<file path="src/rtl/pzcorebus_upsizer_write_packer.sv">
// Write-data packer for a bus upsizer: gathers narrow write beats into one wide word.
//
// Each write burst has one info entry, which gives the start lane and the atomic flag.
// Beats fill the accumulator lane by lane. A beat that lands on the top lane, or that is
// the last beat of its burst, closes the wide word. That word goes to a one-entry output
// register.
//
// Ports:
//   i_clk, i_rst                  clock, synchronous active-high reset
//   i_info_*, o_info_ready        per-burst start lane / atomic flag
//   i_mdata_*, o_sdata_accept     narrow beat input
//   o_mdata_*, i_sdata_accept     wide word output
//   o_busy                        a burst is partially consumed
module pzcorebus_upsizer_write_packer #(
  parameter int unsigned SLAVE_DATA_WIDTH = 32,
  parameter int unsigned CONVERSION_RATIO = 4,
  localparam int unsigned LANE_WIDTH =
    (CONVERSION_RATIO > 1) ? $clog2(CONVERSION_RATIO) : 1,
  localparam int unsigned BYTEEN_WIDTH = SLAVE_DATA_WIDTH / 8,
  localparam int unsigned MASTER_DATA_WIDTH = SLAVE_DATA_WIDTH * CONVERSION_RATIO,
  localparam int unsigned MASTER_BYTEEN_WIDTH = BYTEEN_WIDTH * CONVERSION_RATIO
) (
  input  logic                           i_clk,
  input  logic                           i_rst,
  input  logic                           i_info_valid,
  output logic                           o_info_ready,
  input  logic [LANE_WIDTH-1:0]          i_info_lane,
  input  logic                           i_info_atomic,
  input  logic                           i_mdata_valid,
  output logic                           o_sdata_accept,
  input  logic [SLAVE_DATA_WIDTH-1:0]    i_mdata,
  input  logic [BYTEEN_WIDTH-1:0]        i_mdata_byteen,
  input  logic                           i_mdata_last,
  output logic                           o_mdata_valid,
  input  logic                           i_sdata_accept,
  output logic [MASTER_DATA_WIDTH-1:0]   o_mdata,
  output logic [MASTER_BYTEEN_WIDTH-1:0] o_mdata_byteen,
  output logic                           o_mdata_last,
  output logic                           o_busy
);

  typedef enum logic [0:0] {StIdle, StActive} state_e;

  typedef logic [CONVERSION_RATIO-1:0][SLAVE_DATA_WIDTH-1:0] wide_data_t;
  typedef logic [CONVERSION_RATIO-1:0][BYTEEN_WIDTH-1:0]     wide_be_t;

  state_e                state_q, state_d;
  logic [LANE_WIDTH-1:0] lane_q, lane_d;
  wide_data_t            acc_data_q, acc_data_d;
  wide_be_t              acc_be_q, acc_be_d;
  logic                  out_valid_q, out_valid_d;
  wide_data_t            out_data_q, out_data_d;
  wide_be_t              out_be_q, out_be_d;
  logic                  out_last_q, out_last_d;

  logic [LANE_WIDTH-1:0] cur_lane;
  logic                  emit;
  logic                  accept;
  logic                  beat_take;
  wide_data_t            merged_data;
  wide_be_t              merged_be;

  always_comb begin
    cur_lane = '0;
    if (CONVERSION_RATIO > 1) begin
      if (state_q == StIdle) begin
        cur_lane = i_info_atomic ? '0 : i_info_lane;
      end else begin
        cur_lane = lane_q;
      end
    end
    emit = (cur_lane == LANE_WIDTH'(CONVERSION_RATIO - 1)) || i_mdata_last;
    // The accept does not look at i_mdata_valid. An emitting beat needs room in the
    // output register, either because it is empty or because it drains this cycle.
    accept = ((state_q == StActive) || i_info_valid) &&
             (!emit || !out_valid_q || i_sdata_accept);
    beat_take = i_mdata_valid && accept;

    merged_data = acc_data_q;
    merged_be   = acc_be_q;
    for (int unsigned i = 0; i < CONVERSION_RATIO; i++) begin
      if (cur_lane == LANE_WIDTH'(i)) begin
        merged_data[i] = i_mdata;
        merged_be[i]   = i_mdata_byteen;
      end
    end
  end

  always_comb begin
    state_d     = state_q;
    lane_d      = lane_q;
    acc_data_d  = acc_data_q;
    acc_be_d    = acc_be_q;
    out_valid_d = out_valid_q;
    out_data_d  = out_data_q;
    out_be_d    = out_be_q;
    out_last_d  = out_last_q;

    if (i_sdata_accept) begin
      out_valid_d = 1'b0;
    end

    if (beat_take) begin
      state_d = i_mdata_last ? StIdle : StActive;
      lane_d  = (CONVERSION_RATIO > 1) ? cur_lane + 1'b1 : '0;
      if (emit) begin
        out_valid_d = 1'b1;
        out_data_d  = merged_data;
        out_be_d    = merged_be;
        out_last_d  = i_mdata_last;
        acc_be_d    = '0;
      end else begin
        acc_data_d = merged_data;
        acc_be_d   = merged_be;
      end
    end
  end

  always_ff @(posedge i_clk) begin
    if (i_rst) begin
      state_q     <= StIdle;
      lane_q      <= '0;
      acc_data_q  <= '0;
      acc_be_q    <= '0;
      out_valid_q <= 1'b0;
      out_data_q  <= '0;
      out_be_q    <= '0;
      out_last_q  <= 1'b0;
    end else begin
      state_q     <= state_d;
      lane_q      <= lane_d;
      acc_data_q  <= acc_data_d;
      acc_be_q    <= acc_be_d;
      out_valid_q <= out_valid_d;
      out_data_q  <= out_data_d;
      out_be_q    <= out_be_d;
      out_last_q  <= out_last_d;
    end
  end

  assign o_info_ready   = (state_q == StIdle) && beat_take;
  assign o_sdata_accept = accept;
  assign o_mdata_valid  = out_valid_q;
  assign o_mdata        = out_data_q;
  assign o_mdata_byteen = out_be_q;
  assign o_mdata_last   = out_last_q;
  assign o_busy         = (state_q == StActive);

endmodule

</file>
<file path="config.mk">
export PLATFORM = sky130hd
export DESIGN_NAME = pzcorebus_upsizer_write_packer
export DESIGN_NICKNAME = d
export VERILOG_FILES = /design/src/rtl/pzcorebus_upsizer_write_packer.sv
export SDC_FILE = /design/constraint.sdc
export NUM_CORES = 1
export LEC_CHECK = 0
export CAP_MARGIN = 20
export CELL_PAD_IN_SITES_DETAIL_PLACEMENT = 1
export CELL_PAD_IN_SITES_GLOBAL_PLACEMENT = 1
export CORE_MARGIN = 2
export CORE_UTILIZATION = 40
export CTS_CLUSTER_DIAMETER = 50
export CTS_CLUSTER_SIZE = 12
export DETAILED_ROUTE_END_ITERATION = 12
export PLACE_DENSITY_LB_ADDON = 0.1
export SYNTH_ARGS = -nofsm -noshare
export SYNTH_HDL_FRONTEND = slang
export SYNTH_SLANG_ARGS = --single-unit
</file>
<file path="constraint.sdc">
create_clock -name i_clk -period 2.8 [get_ports i_clk]
set_input_delay 0.56 -clock i_clk [delete_from_list [all_inputs] [get_ports i_clk]]
set_output_delay 0.56 -clock i_clk [all_outputs]
set_load 0.01 [all_outputs]
</file>
==> report_table.html <==
<table>
<tr><th>Metric</th><th>Value</th></tr>
<tr><th colspan="2">Run status</th></tr>
<tr><td>Run status</td><td>completed</td></tr>
<tr><th colspan="2">Timing</th></tr>
<tr><td>Final Cycle Share</td><td>0.967</td></tr>
<tr><td>Slew at the pin closest to its max-slew limit</td><td>0.639 ns</td></tr>
<tr><td>Max transition margin</td><td>0.574</td></tr>
<tr><td>Highest clock rate</td><td>0.369 GHz</td></tr>
<tr><td>Final setup violation count</td><td>0</td></tr>
<tr><td>Final worst clock skew</td><td>0.0162 ns</td></tr>
<tr><td>Min cycle time layout</td><td>2.71 ns</td></tr>
<tr><td>Unrepaired setup endpoints after global routing</td><td>false</td></tr>
<tr><td>Count of endpoints failing hold in the final timing report</td><td>0</td></tr>
<tr><td>Final slew viol count</td><td>0</td></tr>
<tr><th colspan="2">Synth</th></tr>
<tr><td>Number of synthesized flops with an enable pin</td><td>0</td></tr>
<tr><td>Yosys reg bits</td><td>293</td></tr>
<tr><td>Total standard cell area after synthesis</td><td>12,600 um2</td></tr>
<tr><td>Top-count cell post-synth</td><td>sky130_fd_sc_hd__dfxtp_1</td></tr>
<tr><td>Seq/Total Area, Yosys</td><td>0.466</td></tr>
<tr><td>Post-synth top flop</td><td>sky130_fd_sc_hd__dfxtp_1</td></tr>
<tr><td>Cell taking the most area after synthesis</td><td>sky130_fd_sc_hd__dfxtp_1</td></tr>
<tr><td>Mean instance size in the synthesized netlist</td><td>9.75 um2</td></tr>
<tr><td>Area fraction of the dominant cell type after synthesis</td><td>0.466</td></tr>
<tr><td>Fraction of synthesis flops using an asynchronous set or reset pin</td><td>0</td></tr>
<tr><td>Gate count of the mapped netlist</td><td>1,291</td></tr>
<tr><td>Warnings, synthesis</td><td>0</td></tr>
<tr><td>Count of distinct cell types in the synthesized netlist</td><td>37</td></tr>
<tr><td>Leading cell types by total area after synthesis</td><td>sky130_fd_sc_hd__dfxtp_1, sky130_fd_sc_hd__a211oi_1, sky130_fd_sc_hd__mux2i_1</td></tr>
<tr><td>Net count after synthesis</td><td>1,340</td></tr>
<tr><td>Leading cell types by count after synthesis</td><td>sky130_fd_sc_hd__dfxtp_1, sky130_fd_sc_hd__a211oi_1, sky130_fd_sc_hd__inv_1, sky130_fd_sc_hd__mux2i_1, sky130_fd_sc_hd__a21oi_1</td></tr>
<tr><th colspan="2">Global route</th></tr>
<tr><td>Pin count of the biggest net entering global routing</td><td>129</td></tr>
<tr><td>Vias in the first global route</td><td>10,800</td></tr>
<tr><td>All-layer global routing usage</td><td>0.228</td></tr>
<tr><td>Number of antenna violations at the first check in global routing</td><td>2</td></tr>
<tr><td>Wire length of the first global-routing pass</td><td>61.0 mm</td></tr>
<tr><td>Global route total overflow</td><td>0</td></tr>
<tr><th colspan="2">Critical path</th></tr>
<tr><td>WP data required</td><td>2.24 ns</td></tr>
<tr><td>Critical Path Start</td><td>i_info_lane[0]</td></tr>
<tr><td>Highest net fanout along the worst path</td><td>4</td></tr>
<tr><td>Crit path capture type</td><td>output pin</td></tr>
<tr><td>Setup crit start kind</td><td>primary input</td></tr>
<tr><td>Arrival time at the worst endpoint</td><td>2.15 ns</td></tr>
<tr><td>Launching point of the worst reg2reg path</td><td>o_busy</td></tr>
<tr><td>Critical path start-end classification</td><td>primary input to output pin</td></tr>
<tr><th colspan="2">Route</th></tr>
<tr><td>Overall via count from detail_route</td><td>10,400</td></tr>
<tr><td>Number of vias per cell after detailed routing</td><td>5.67</td></tr>
<tr><td>Post-detailed-routing wire length</td><td>37.9 mm</td></tr>
<tr><td>Drt drc</td><td>0</td></tr>
<tr><td>Detailed-routing iteration count for the pre-antenna-repair pass</td><td>4</td></tr>
<tr><td>Initial DRC Count</td><td>684</td></tr>
<tr><td>Routed len/inst</td><td>20.7 um</td></tr>
<tr><td>Count of antenna-violating nets left after detailed routing</td><td>0</td></tr>
<tr><th colspan="2">Clock network</th></tr>
<tr><td>Clock buffer count from CTS</td><td>34</td></tr>
<tr><td>Worst skew pair latency</td><td>0.51 ns</td></tr>
<tr><td>Number of setup buffers added after CTS</td><td>0</td></tr>
<tr><td>Clock tree from TritonCTS</td><td>built</td></tr>
<tr><td>Clock Path Buffers</td><td>3</td></tr>
<tr><td>Max H-tree Level</td><td>2</td></tr>
<tr><td>Number of clock sinks</td><td>293</td></tr>
<tr><td>Reg clk slew, reported paths</td><td>0.06 ns</td></tr>
<tr><td>Clock tree root driver cell</td><td>sky130_fd_sc_hd__clkbuf_16</td></tr>
<tr><td>Number of buffers added to fix hold violations after cts</td><td>0</td></tr>
<tr><th colspan="2">Placement</th></tr>
<tr><td>Gpl congestion</td><td>0.745</td></tr>
<tr><td>Detailed Place HPWL</td><td>23.0 mm</td></tr>
<tr><td># port buffers</td><td>193</td></tr>
<tr><th colspan="2">Floorplanning</th></tr>
<tr><td>Starting density of the core</td><td>0.409</td></tr>
<tr><td>Chip width</td><td>181 um</td></tr>
<tr><td>Number of rows created at floorplan</td><td>64</td></tr>
<tr><td>Die height</td><td>181 um</td></tr>
<tr><td>Placeable Area</td><td>30,700 um2</td></tr>
<tr><td>Floorplan die area</td><td>32,900 um2</td></tr>
<tr><td>I/O pins</td><td>194</td></tr>
<tr><th colspan="2">Hold path</th></tr>
<tr><td>Source of the worst hold timing path</td><td>o_mdata_byteen[14]</td></tr>
<tr><td>Hold Path Class</td><td>register to register</td></tr>
<tr><th colspan="2">Final layout</th></tr>
<tr><td>Antenna diode count</td><td>0</td></tr>
<tr><td>Final design utilization</td><td>0.525</td></tr>
<tr><td>Multi-input combinational cell area</td><td>5670 um2</td></tr>
<tr><td>Share of post-route cells with drive strength above 1</td><td>0.103</td></tr>
<tr><td>Fill cell total of the finished layout</td><td>3,367</td></tr>
<tr><td>Area growth from synthesis to layout</td><td>28.3%</td></tr>
<tr><td>Nets</td><td>1,470</td></tr>
<tr><td>Sequential cell area</td><td>5870 um2</td></tr>
<tr><th colspan="2">Job</th></tr>
<tr><td>MaxCap Viol Count</td><td>0</td></tr>
<tr><th colspan="2">Pwr</th></tr>
<tr><td>Power per cell area</td><td>653 nW/um2</td></tr>
<tr><td>Switching Power</td><td>2.71 mW</td></tr>
<tr><td>Share of total power in the clock network</td><td>0.424</td></tr>
<tr><td>Combinational fraction of design power</td><td>0.148</td></tr>
<tr><td>Total power</td><td>10.5 mW</td></tr>
<tr><td>Net Sw Frac</td><td>0.257</td></tr>
<tr><td>Sequential Power Share</td><td>0.428</td></tr>
<tr><td>Peak supply drop</td><td>384 uV</td></tr>
<tr><td>Internal power consumption</td><td>7.83 mW</td></tr>
<tr><td>Leakage power total</td><td>5.59 nW</td></tr>
</table>
[power groups by stage]
stage	Combinational [mW]	Clock [mW]	Sequential [mW]
after floorplan	0.849	0	4.63
after global placement	1.54	0	4.60
after detailed placement	1.56	0	4.60
after CTS	1.57	4.55	4.52
after global routing	1.69	4.73	4.54
final	1.56	4.47	4.52
[cells by family after synthesis]
kind of cell	share of synthesized area
buf+inv	0.0890
fa+ha+maj	0.00398
mux	0.130
compound gates	0.260
flops	0.466
simple gates	0.0512
[registers in the layout, summed over array words and instances (netlist names)]
signal / flops
acc_be_q: 16
acc_data_q: 128
lane_q: 2
o_busy: 1
o_mdata: 128
o_mdata_byteen: 16
o_mdata_last: 1
o_mdata_valid: 1
[metal layers]
metal,part of all wire,up-vias,GRT usage
li1,-,4975,-
met1,0.49,5184,0.325
met3,0.040,47,0.0363
met2,0.46,206,0.366
met5,0.00034,-,0
met4,0.015,2,0.0459
[per-stage QoR]
| step | hold slack, ns | cells | area (um2) | setup TNS [ns] | setup slack (ns) |
|---|---|---|---|---|---|
| finish | 0.454 | 1836 | 16100 | 0 | 0.0919 |
| global route | 0.475 | 1836 | 16100 | 0 | 0.0114 |
| global placement | 0.446 | 1781 | 15000 | -17.00 | -0.208 |
| floorplan | 0.434 | 1291 | 12600 | 0 | 0.175 |
| detailed placement | 0.448 | 1781 | 15000 | -26.21 | -0.266 |
| CTS | 0.457 | 1836 | 16100 | 0 | 0.0127 |
[final timing paths]
kind | to | slack (ns) | depth (start not counted)
worst max-delay path | o_sdata_accept | 0.09 | 8
worst min register to register | o_mdata_byteen[14] | 0.45 | 2
worst min-delay path | o_mdata_byteen[14] | 0.45 | 2
worst max register to register | o_mdata[91] | 0.49 | 9
[cell usage in the layout (no fill, tap or decap), types with 10 or more instances in the layout]
cell type	n
sky130_fd_sc_hd__a32o_1	12
sky130_fd_sc_hd__o31a_1	96
sky130_fd_sc_hd__nor2b_1	44
sky130_fd_sc_hd__clkdlybuf4s50_1	189
sky130_fd_sc_hd__inv_1	135
sky130_fd_sc_hd__buf_4	29
sky130_fd_sc_hd__dfxtp_1	292
sky130_fd_sc_hd__mux2_1	10
sky130_fd_sc_hd__mux2i_1	109
sky130_fd_sc_hd__mux2_2	38
sky130_fd_sc_hd__nor2_1	14
sky130_fd_sc_hd__a211oi_1	228
sky130_fd_sc_hd__a21oi_1	99
sky130_fd_sc_hd__buf_12	17
sky130_fd_sc_hd__nor4_1	36
sky130_fd_sc_hd__clkbuf_16	35
[cell type report]
class / count / share of cell area
clock inverter: 12 / 0.0107
inverter: 136 / 0.0316
tap: 396 / 0.0307
sequential: 293 / 0.363
timing repair buffer: 239 / 0.155
clock buffer: 43 / 0.0580
multi-input combinational: 717 / 0.351
[worst max-delay path: stages]
cell and delay, ns:
sky130_fd_sc_hd__clkdlybuf4s50_1 0.46, sky130_fd_sc_hd__nor3b_4 0.19, sky130_fd_sc_hd__a21o_1 0.16, sky130_fd_sc_hd__ha_4 0.16, sky130_fd_sc_hd__nor2_4 0.04, sky130_fd_sc_hd__buf_4 0.15, sky130_fd_sc_hd__o22a_1 0.16, sky130_fd_sc_hd__dlygate4sd2_1 0.28
[timing repair]
action,4_1_cts,5_1_grt
setup endpoints to repair,2,2
hold endpoints to repair,0,0
resized for setup,3,5
Note: power is estimated with default switching activity, not from simulation.
